## src/rtl/fpalu_seq_if.sv

```systemverilog
// fpalu_seq_if: request/response bundle between FP control, fpalu_seq and the FP cores
// Ports (all grouped here, clock/reset stay on the module):
//   istart/oready        op valid / sequencer idle
//   icontrol, idataa/b   op code and operands from control
//   ocore_*              registered operands and op code towards the cores
//   icore_*              selected core result and status
//   odone, oresult, oCompResult, onan/ozero/ooverflow/ounderflow  captured result of the last op
//   oflags, iflags_clr   sticky {nan,overflow,underflow} and its clear
interface fpalu_seq_if #(parameter int WIDTH = 32);
    logic             istart;
    logic             oready;
    logic [4:0]       icontrol;
    logic [WIDTH-1:0] idataa;
    logic [WIDTH-1:0] idatab;
    logic [WIDTH-1:0] ocore_dataa;
    logic [WIDTH-1:0] ocore_datab;
    logic [4:0]       ocore_control;
    logic [WIDTH-1:0] icore_result;
    logic             icore_nan;
    logic             icore_zero;
    logic             icore_overflow;
    logic             icore_underflow;
    logic             icore_comp;
    logic             odone;
    logic [WIDTH-1:0] oresult;
    logic             oCompResult;
    logic             onan;
    logic             ozero;
    logic             ooverflow;
    logic             ounderflow;
    logic [2:0]       oflags;
    logic             iflags_clr;

    modport slave (
        input  istart, icontrol, idataa, idatab, icore_result, icore_nan, icore_zero,
               icore_overflow, icore_underflow, icore_comp, iflags_clr,
        output oready, ocore_dataa, ocore_datab, ocore_control, odone, oresult,
               oCompResult, onan, ozero, ooverflow, ounderflow, oflags
    );

    modport master (
        output istart, icontrol, idataa, idatab, icore_result, icore_nan, icore_zero,
               icore_overflow, icore_underflow, icore_comp, iflags_clr,
        input  oready, ocore_dataa, ocore_datab, ocore_control, odone, oresult,
               oCompResult, onan, ozero, ooverflow, ounderflow, oflags
    );
endinterface

```

## src/rtl/fpalu_seq.sv

```systemverilog
// fpalu_seq: one-at-a-time FP op sequencer; holds core operands, counts core latency, captures results
// Ports: iclock (rising edge), ireset_n (async, active low), bus (fpalu_seq_if.slave, see interface)
module fpalu_seq #(
    parameter int WIDTH    = 32,
    parameter int LAT_ADD  = 7,
    parameter int LAT_MUL  = 5,
    parameter int LAT_DIV  = 6,
    parameter int LAT_SQRT = 16,
    parameter int LAT_CMP  = 1,
    parameter int LAT_CVT  = 6
) (
    input logic         iclock,
    input logic         ireset_n,
    fpalu_seq_if.slave  bus
);
    localparam logic [4:0] FOPADD   = 5'd0;
    localparam logic [4:0] FOPSUB   = 5'd1;
    localparam logic [4:0] FOPMUL   = 5'd2;
    localparam logic [4:0] FOPDIV   = 5'd3;
    localparam logic [4:0] FOPSQRT  = 5'd4;
    localparam logic [4:0] FOPABS   = 5'd5;
    localparam logic [4:0] FOPNEG   = 5'd6;
    localparam logic [4:0] FOPCEQ   = 5'd7;
    localparam logic [4:0] FOPCLT   = 5'd8;
    localparam logic [4:0] FOPCLE   = 5'd9;
    localparam logic [4:0] FOPCVTSW = 5'd10;
    localparam logic [4:0] FOPCVTWS = 5'd11;
    localparam logic [4:0] FOPSGNJ  = 5'd12;
    localparam logic [4:0] FOPSGNJN = 5'd13;
    localparam logic [4:0] FOPSGNJX = 5'd14;

    if (LAT_ADD < 1 || LAT_ADD > 31 || LAT_MUL < 1 || LAT_MUL > 31 || LAT_DIV < 1 || LAT_DIV > 31 ||
        LAT_SQRT < 1 || LAT_SQRT > 31 || LAT_CMP < 1 || LAT_CMP > 31 || LAT_CVT < 1 || LAT_CVT > 31)
    begin : g_lat_err
        $error("fpalu_seq: every LAT_* must be within 1..31");
    end

    typedef enum logic [1:0] {IDLE, WAIT, DONE} state_t;

    state_t           state, state_nx;
    logic [4:0]       cnt;
    logic [4:0]       lat;
    logic [WIDTH-1:0] sign_res;
    logic [WIDTH-1:0] res_nx;
    logic             is_core, is_cmp, accept, cap_core, cap_sign;
    logic             nan_nx, zero_nx, ovf_nx, unf_nx, comp_nx;

    // lat == 0 marks an op executed in-block (sign ops and unknown codes)
    always_comb begin
        lat      = 5'd0;
        sign_res = '0;
        case (bus.icontrol)
            FOPADD, FOPSUB:                 lat = 5'(LAT_ADD);
            FOPMUL:                         lat = 5'(LAT_MUL);
            FOPDIV:                         lat = 5'(LAT_DIV);
            FOPSQRT:                        lat = 5'(LAT_SQRT);
            FOPCEQ, FOPCLT, FOPCLE, FOPABS: lat = 5'(LAT_CMP);
            FOPCVTSW, FOPCVTWS:             lat = 5'(LAT_CVT);
            FOPNEG:   sign_res = {~bus.idataa[WIDTH-1], bus.idataa[WIDTH-2:0]};
            FOPSGNJ:  sign_res = {bus.idatab[WIDTH-1], bus.idataa[WIDTH-2:0]};
            FOPSGNJN: sign_res = {~bus.idatab[WIDTH-1], bus.idataa[WIDTH-2:0]};
            FOPSGNJX: sign_res = {bus.idataa[WIDTH-1] ^ bus.idatab[WIDTH-1], bus.idataa[WIDTH-2:0]};
            default: ;
        endcase
        is_core  = lat != 5'd0;
        accept   = bus.istart && state == IDLE;
        cap_core = state == WAIT && cnt == 5'd1;
        cap_sign = accept && !is_core;
        // the op in flight is the latched one, so decode capture details from ocore_control
        is_cmp   = bus.ocore_control inside {FOPCEQ, FOPCLT, FOPCLE};
        res_nx   = cap_core ? (is_cmp ? '0 : bus.icore_result) : sign_res;
        nan_nx   = cap_core && bus.icore_nan;
        ovf_nx   = cap_core && bus.icore_overflow;
        unf_nx   = cap_core && bus.icore_underflow;
        comp_nx  = cap_core && bus.icore_comp;
        zero_nx  = cap_core && (bus.ocore_control == FOPCVTWS ? bus.icore_result == '0 : bus.icore_zero);
    end

    always_comb begin
        state_nx = state;
        case (state)
            IDLE:    state_nx = accept ? (is_core ? WAIT : DONE) : IDLE;
            WAIT:    state_nx = cnt == 5'd1 ? DONE : WAIT;
            default: state_nx = IDLE;
        endcase
        bus.oready = state == IDLE;
        bus.odone  = state == DONE;
    end

    always_ff @(posedge iclock or negedge ireset_n) begin
        if (!ireset_n)
            state <= IDLE;
        else
            state <= state_nx;
    end

    always_ff @(posedge iclock or negedge ireset_n) begin
        if (!ireset_n) begin
            cnt               <= 5'd0;
            bus.ocore_dataa   <= '0;
            bus.ocore_datab   <= '0;
            bus.ocore_control <= 5'd0;
            bus.oresult       <= '0;
            bus.oCompResult   <= 1'b0;
            bus.onan          <= 1'b0;
            bus.ozero         <= 1'b0;
            bus.ooverflow     <= 1'b0;
            bus.ounderflow    <= 1'b0;
            bus.oflags        <= 3'b0;
        end else begin
            if (accept && is_core) begin
                bus.ocore_dataa   <= bus.idataa;
                bus.ocore_datab   <= bus.idatab;
                bus.ocore_control <= bus.icontrol;
                cnt               <= lat;
            end else if (state == WAIT) begin
                cnt <= cnt - 5'd1;
            end
            if (cap_core || cap_sign) begin
                bus.oresult     <= res_nx;
                bus.oCompResult <= comp_nx;
                bus.onan        <= nan_nx;
                bus.ozero       <= zero_nx;
                bus.ooverflow   <= ovf_nx;
                bus.ounderflow  <= unf_nx;
                // a clear on the capture edge keeps only the new op's flags
                bus.oflags      <= (bus.iflags_clr ? 3'b0 : bus.oflags) | {nan_nx, ovf_nx, unf_nx};
            end else if (bus.iflags_clr) begin
                bus.oflags <= 3'b0;
            end
        end
    end
endmodule

```

## src/flat_wrapper.sv

```systemverilog
// flat-port wrapper written by rule: the top's interface ports become plain ports
module fpalu_seq_flat 
#(
    parameter int WIDTH    = 32,
    parameter int LAT_ADD  = 7,
    parameter int LAT_MUL  = 5,
    parameter int LAT_DIV  = 6,
    parameter int LAT_SQRT = 16,
    parameter int LAT_CMP  = 1,
    parameter int LAT_CVT  = 6
)
  (iclock, ireset_n, bus_istart, bus_icontrol, bus_idataa, bus_idatab, bus_icore_result, bus_icore_nan, bus_icore_zero, bus_icore_overflow, bus_icore_underflow, bus_icore_comp, bus_iflags_clr, bus_oready, bus_ocore_dataa, bus_ocore_datab, bus_ocore_control, bus_odone, bus_oresult, bus_oCompResult, bus_onan, bus_ozero, bus_ooverflow, bus_ounderflow, bus_oflags);
  fpalu_seq_if #(.WIDTH(WIDTH)) bus_i ();
  input logic iclock;
  input logic ireset_n;
  input wire logic [$bits(bus_i.istart)-1:0] bus_istart;
  input wire logic [$bits(bus_i.icontrol)-1:0] bus_icontrol;
  input wire logic [$bits(bus_i.idataa)-1:0] bus_idataa;
  input wire logic [$bits(bus_i.idatab)-1:0] bus_idatab;
  input wire logic [$bits(bus_i.icore_result)-1:0] bus_icore_result;
  input wire logic [$bits(bus_i.icore_nan)-1:0] bus_icore_nan;
  input wire logic [$bits(bus_i.icore_zero)-1:0] bus_icore_zero;
  input wire logic [$bits(bus_i.icore_overflow)-1:0] bus_icore_overflow;
  input wire logic [$bits(bus_i.icore_underflow)-1:0] bus_icore_underflow;
  input wire logic [$bits(bus_i.icore_comp)-1:0] bus_icore_comp;
  input wire logic [$bits(bus_i.iflags_clr)-1:0] bus_iflags_clr;
  output wire logic [$bits(bus_i.oready)-1:0] bus_oready;
  output wire logic [$bits(bus_i.ocore_dataa)-1:0] bus_ocore_dataa;
  output wire logic [$bits(bus_i.ocore_datab)-1:0] bus_ocore_datab;
  output wire logic [$bits(bus_i.ocore_control)-1:0] bus_ocore_control;
  output wire logic [$bits(bus_i.odone)-1:0] bus_odone;
  output wire logic [$bits(bus_i.oresult)-1:0] bus_oresult;
  output wire logic [$bits(bus_i.oCompResult)-1:0] bus_oCompResult;
  output wire logic [$bits(bus_i.onan)-1:0] bus_onan;
  output wire logic [$bits(bus_i.ozero)-1:0] bus_ozero;
  output wire logic [$bits(bus_i.ooverflow)-1:0] bus_ooverflow;
  output wire logic [$bits(bus_i.ounderflow)-1:0] bus_ounderflow;
  output wire logic [$bits(bus_i.oflags)-1:0] bus_oflags;
  assign bus_i.istart = bus_istart;
  assign bus_i.icontrol = bus_icontrol;
  assign bus_i.idataa = bus_idataa;
  assign bus_i.idatab = bus_idatab;
  assign bus_i.icore_result = bus_icore_result;
  assign bus_i.icore_nan = bus_icore_nan;
  assign bus_i.icore_zero = bus_icore_zero;
  assign bus_i.icore_overflow = bus_icore_overflow;
  assign bus_i.icore_underflow = bus_icore_underflow;
  assign bus_i.icore_comp = bus_icore_comp;
  assign bus_i.iflags_clr = bus_iflags_clr;
  assign bus_oready = bus_i.oready;
  assign bus_ocore_dataa = bus_i.ocore_dataa;
  assign bus_ocore_datab = bus_i.ocore_datab;
  assign bus_ocore_control = bus_i.ocore_control;
  assign bus_odone = bus_i.odone;
  assign bus_oresult = bus_i.oresult;
  assign bus_oCompResult = bus_i.oCompResult;
  assign bus_onan = bus_i.onan;
  assign bus_ozero = bus_i.ozero;
  assign bus_ooverflow = bus_i.ooverflow;
  assign bus_ounderflow = bus_i.ounderflow;
  assign bus_oflags = bus_i.oflags;
  fpalu_seq #(.WIDTH(WIDTH), .LAT_ADD(LAT_ADD), .LAT_MUL(LAT_MUL), .LAT_DIV(LAT_DIV), .LAT_SQRT(LAT_SQRT), .LAT_CMP(LAT_CMP), .LAT_CVT(LAT_CVT)) u_core (.iclock(iclock), .ireset_n(ireset_n), .bus(bus_i));
endmodule
```

## config.mk

```make
export PLATFORM = sky130hd
export DESIGN_NAME = fpalu_seq_flat
export DESIGN_NICKNAME = d
export VERILOG_FILES = /design/src/rtl/fpalu_seq_if.sv /design/src/rtl/fpalu_seq.sv /design/src/flat_wrapper.sv
export SDC_FILE = /design/constraint.sdc
export NUM_CORES = 1
export LEC_CHECK = 0
export BUFFER_PORTS_ARGS = -buffer_cell sky130_fd_sc_hd__buf_2
export CAP_MARGIN = 20
export CORE_ASPECT_RATIO = 1.1
export CORE_MARGIN = 2
export CORE_UTILIZATION = 40
export CTS_BUF_LIST = sky130_fd_sc_hd__clkbuf_2
export DETAILED_ROUTE_END_ITERATION = 10
export PLACE_DENSITY = 0.7
export SETUP_SLACK_MARGIN = 0.02
export SYNTH_ARGS = -nofsm -noshare
export SYNTH_HDL_FRONTEND = slang
export SYNTH_SLANG_ARGS = --single-unit
```

## constraint.sdc

```tcl
create_clock -name iclock -period 4.7 [get_ports iclock]
set_input_delay 0.235 -clock iclock [delete_from_list [all_inputs] [get_ports iclock]]
set_output_delay 0.235 -clock iclock [all_outputs]
set_load 0.02 [all_outputs]
```

# Word-level counts from Yosys, hierarchy flattened
# Cells that the tools add are included.
# word_totals
reg_bits,116
elab_cells,71
out_inout_bits,111
input_bits,110
# op_classes
addsub,1
bitwise,4
n_reduce_logical,20
n_mux,13
eq_ne,21
# op_table
op,count
case mux 32 bit (4 select lines),1
2-to-1 mux 32 bit,2
equality test 5 x 4 -> 1 bit (second input constant),10
logical NOT 32 bit,1
equality test 5 x 3 -> 1 bit (second input constant),5
case mux 5 bit (5 select lines),1
equality test 5 x 1 -> 1 bit (second input constant),2
equality test 5 x 2 -> 1 bit (second input constant),2
2-to-1 mux 5 bit,2
logical AND 1 bit,9
2-to-1 mux 2 bit,3
2-to-1 mux 3 bit,2
logical NOT 5 bit,1
nonzero test 5 bit,1
subtractor 5 x 1 -> 5 bit (second input constant),1
case mux 2 bit (2 select lines),1
OR reduction 4 bit,1
bitwise OR 3 bit,1
nonzero test 3 bit,1
OR reduction 3 bit,1
equality test 2 x 1 -> 1 bit (second input constant),1
equality test 2 bit (second input constant),1
logical NOT 2 bit,1
NOT 1 bit,2
6 further kinds,6

# Longest topological paths before layout
# depth
word_depth,8
ltp_mapped,9
ltp_nobuf,7

# Worst setup path after synthesis
# OpenSTA, ideal clock, no wires.
# synth_path
path_type,reg-to-reg
start,register u_core.state[1]
end,register u_core.bus.ocore_datab[2]
path_slack_ps,2893
setup_ps,125
t_arrival_ps,1683
path_buffers,2
path_stages_with_launch,7
required_ps,4575
period_less_slack_ps,1807
path_cell_list,dfrtp_1 > nor2_1 > nand2_1 > nor2_1 > buf_6 > buf_4 > mux2_2
# synth_between
elab_chain_cells,3
# synth_lines
element,line,text
start: declaration,fpalu_seq.sv:40,"state_t state, state_nx;"
start signal: assignment,fpalu_seq.sv:94,state <= state_nx;
logical NOT 2 bit,n/a,
net bus_oready,flat_wrapper.sv:27,output wire logic [$bits(bus_i.oready)-1:0] bus_oready;
logical AND 1 bit,fpalu_seq.sv:66,accept = bus.istart && state == IDLE;
logical AND 1 bit,fpalu_seq.sv:111,if (accept && is_core) begin
end signal: assignment,fpalu_seq.sv:113,bus.ocore_datab <= bus.idatab;
end: declaration,fpalu_seq_if.sv:37,"output oready, ocore_dataa, ocore_datab, ocore_control, odone, oresult,"
# The timed path passes the listed nets, and every way through them passes these cells.
# A chain may end at the register's enable or synchronous reset.

# Worst setup path in the final report
# layout_path
start,register u_core.state[1]
end,register u_core.bus.ocore_datab[10]
# layout_between
elab_chain_cells,3
# layout_lines
element,line
logical NOT 2 bit,fpalu_seq.sv:66
logical AND 1 bit,fpalu_seq.sv:66
logical AND 1 bit,fpalu_seq.sv:111
# Every way passes these cells.

==> results.ini <==
[run_status]
status = complete, no violations

[grt]
globalRouteMet2Util_pct = 37.46
grt-busiest-layer = met2
grt_util_met3_pct = 6.900
antenna_found_initial = 0
use_met1_pct = 27.01
grt_max_degree = 71
grt.total_usage_pct = 22.42
grt_pass1_wl_um = 22660
overflow = 0
grt_pass1_vias = 4582

[place]
io_buffers = 220
gp_congestion = 0.8088
place_hpwl_um = 9501
placedCellCount = 748
pre_cts_ws_ps = 2188

[sta]
fmax_mhz = 403.2
hold_slack_ps = 140.8
clock_skew_ps = 27.71
hold_viol = 0
slew_headroom_pct = 47.73
tns_ps = 0
period_minus_slack_ps = 2480
worstMarginPinSlew_ps = 782.4
setup_ws_ps = 2220
slew_violations = 0
setup_viol = 0
grt_setup_unrepaired = no
timing.final.crit_share_pct = 52.77

[routing]
finalWirelength_um = 14560
first_pass_iters = 5
routedWlPerCell_um = 16.36
antenna_left = 0
drc = 0
drt_iter0_drc = 407
vias = 4412
vias_per_cell = 4.957

[power]
intPower_mw = 2.568
leakage_nw = 3.601
seqPwrFrac_pct = 39.1
p_sw_share_pct = 39.62
switching_power_mw = 1.685
peakVddDrop_mv = 0.3213
powerDensity_nw_per_um2 = 568.3
comb_power_share_pct = 42.8
power.share.clock_pct = 18.2

[cells_and_area]
nFillCells = 960
finalNonFillerCells = 890
antenna_cells = 0
layout-drive-gt1-share_pct = 44.70
area_delta_synth_final_pct = 52.12
nets = 835

[worst_setup_path]
crit_path_start = u_core.state[1]$_DFF_PN0_
reg2reg_slack_ps = 2220
cp_max_fo = 48
cp-endpoint = u_core.bus.ocore_datab[10]$_DFFE_PN0P_
r2r-start = u_core.state[1]$_DFF_PN0_
startpoint_type = flop
worst_r2r_endpoint = u_core.bus.ocore_datab[10]$_DFFE_PN0P_
crit_type = reg2reg
end_kind = flop
required_ps = 5210
cp.arrival_ps = 2990
worstRegToRegCells = 5

[floorplanning]
die_area_um2 = 13200
dieWidth_um = 109.7
core.rowCount = 42
start_util_pct = 40.87
die_y_um = 120.3
coreArea_um2 = 12030
ios = 221

[clock_network]
cts_resized = 0
cts_tree = done
htree_levels = 4
cts-root-buf = clkbuf_2
clock_latency_ps = 630
clock-sinks = 116
ctsLongestPathBuffers = 2
clk_pin_slew_ps = 180
cts_buffers = 17

[run]
cap_violations = 0

[logic_synthesis]
synthesis.nets = 505
syn_area_um2 = 4918
yosysUniqueCellTypes = 36
synth-warning-count = 0
synth_seq_cells = 116
seq_area_frac_synth_pct = 59.02
syn_inst = 393
synth.avg_cell_area_um2 = 12.52

[min_path]
min_path_type = in2async

==> layout make-up <==
| class | count | area, um2 | area share [%] |
|---|---|---|---|
| Timing Repair Buffer | 334 | 2235 | 29.87 |
| Clock inverter | 11 | 182.7 | 2.441 |
| Multi-Input combinational cell | 246 | 1834 | 24.52 |
| Inverter | 8 | 30.03 | 0.4013 |
| Tap cell | 154 | 192.7 | 2.575 |
| Clock buffer | 21 | 105.1 | 1.405 |
| Sequential cell | 116 | 2903 | 38.80 |
==> metal layers <==
layer | vias up | wire [um]
met5 | - | 0
met4 | 0 | 362
met3 | 29 | 1065
met2 | 201 | 7255
met1 | 2094 | 5880
li1 | 2088 | -
==> worst max-delay path, cell delays in order, from the launching register on <==
cell and delay, ps:
dfrtp_1 420, nor2_1 130, nand2_1 140, nor2_4 630, buf_4 630, mux2_2 410
==> state kept, by name (all words and copies together) (netlist names) <==
signal and flops:
u_core.bus.ocore_dataa 32, u_core.bus.onan 1, u_core.bus.oresult 32, u_core.bus.ocore_datab 32
u_core.bus.ooverflow 1, u_core.bus.ozero 1, u_core.state 2, u_core.bus.ounderflow 1
u_core.bus.oCompResult 1, u_core.bus.ocore_control 5, u_core.bus.oflags 3, u_core.cnt 5
==> worst min-delay path by stage <==
stage	startpoint	endpoint
floorplan	ireset_n	u_core.bus.oCompResult$_DFFE_PN0N_
global placement	ireset_n	u_core.bus.oresult[16]$_DFFE_PN0N_
detailed placement	ireset_n	u_core.bus.oresult[21]$_DFFE_PN0N_
CTS	ireset_n	u_core.bus.oresult[2]$_DFFE_PN0N_
global route	ireset_n	u_core.bus.oresult[16]$_DFFE_PN0N_
finish	ireset_n	u_core.bus.oresult[21]$_DFFE_PN0N_
==> synth_stat cells (all sizes together) <==
cell	instances	area share [%]
a22o	2	0.36
nand4	2	0.25
a32o	1	0.20
a221o	1	0.20
nor2b	7	0.89
a31oi	2	0.25
ha	2	0.51
nor4	9	1.1
o22ai	1	0.13
a22oi	32	4.9
nand4b	2	0.36
buf	17	3.0
a211oi	1	0.15
a211o	1	0.18
nor3	1	0.10
o21a	1	0.31
nand2	44	3.4
dfrtp	116	59
xnor2	2	0.36
a21oi	5	0.81
nand2b	4	0.51
o41ai	1	0.18
clkbuf	6	0.46
nor4b	1	0.31
mux2	68	16
o32ai	2	0.36
mux2i	1	0.20
inv	8	0.61
o21ai	40	4.1
nor3b	4	0.61
nor2	9	0.69
==> stage by stage <==
| step | utilization, % | total power, mW | area (um2) |
|---|---|---|---|
| 2_1_floorplan | - | 2.793 | 4918 |
| 5_1_grt | 62.18 | 4.532 | 7482 |
| 3_5_place_dp | 50.63 | 3.433 | 6093 |
| 6_report | 62.18 | 4.252 | 7482 |
| 3_3_place_gp | 50.63 | 3.378 | 6093 |
| 4_1_cts | 62.18 | 4.286 | 7482 |
==> placed cells by master (no fill, tap or decap), drive strengths merged, types with 2 or more instances in the layout <==
| cell | count |
|---|---|
| nor2b | 7 |
| clkinv | 6 |
| mux2 | 68 |
| nand2b | 4 |
| a31oi | 2 |
| nand4b | 2 |
| inv | 8 |
| a22oi | 32 |
| clkbuf | 21 |
| nand2 | 44 |
| buf | 224 |
| xnor2 | 2 |
| nand4 | 2 |
| nor4 | 9 |
| nor3b | 4 |
| ha | 2 |
| dlygate4sd3 | 110 |
| dfrtp | 116 |
| nor2 | 9 |
| o21ai | 40 |
| bufinv | 5 |
| a21oi | 5 |
| a22o | 2 |
| o32ai | 2 |
==> power groups by stage <==
| stage | clock network, mW | registers, mW | logic, mW |
|---|---|---|---|
| after floorplan | 0 | 2.16 | 0.634 |
| after global placement | 0 | 1.66 | 1.72 |
| after detailed placement | 0 | 1.68 | 1.76 |
| after CTS | 0.799 | 1.66 | 1.83 |
| after global routing | 0.848 | 1.72 | 1.97 |
| final | 0.772 | 1.66 | 1.82 |
==> logic make-up after synthesis <==
group                    after synthesis  share of synthesized area (%)
flip-flops                           116                          59.02
AO/OA/AOI/OAI                         90                          12.08
AND/OR/NAND/NOR                       83                          8.216
multiplexers                          69                          15.77
buffers and inverters                 31                          4.045
XOR/XNOR                               2                         0.3562
adder cells (fa/ha/maj)                2                         0.5087
==> what timing repair did <==
action | in CTS | in global routing
buffers inserted | 0 | 0
hold buffers | 110 | 0
endpoints found under the hold margin | 165 | 0
Power figures use the tool's default switching activity.
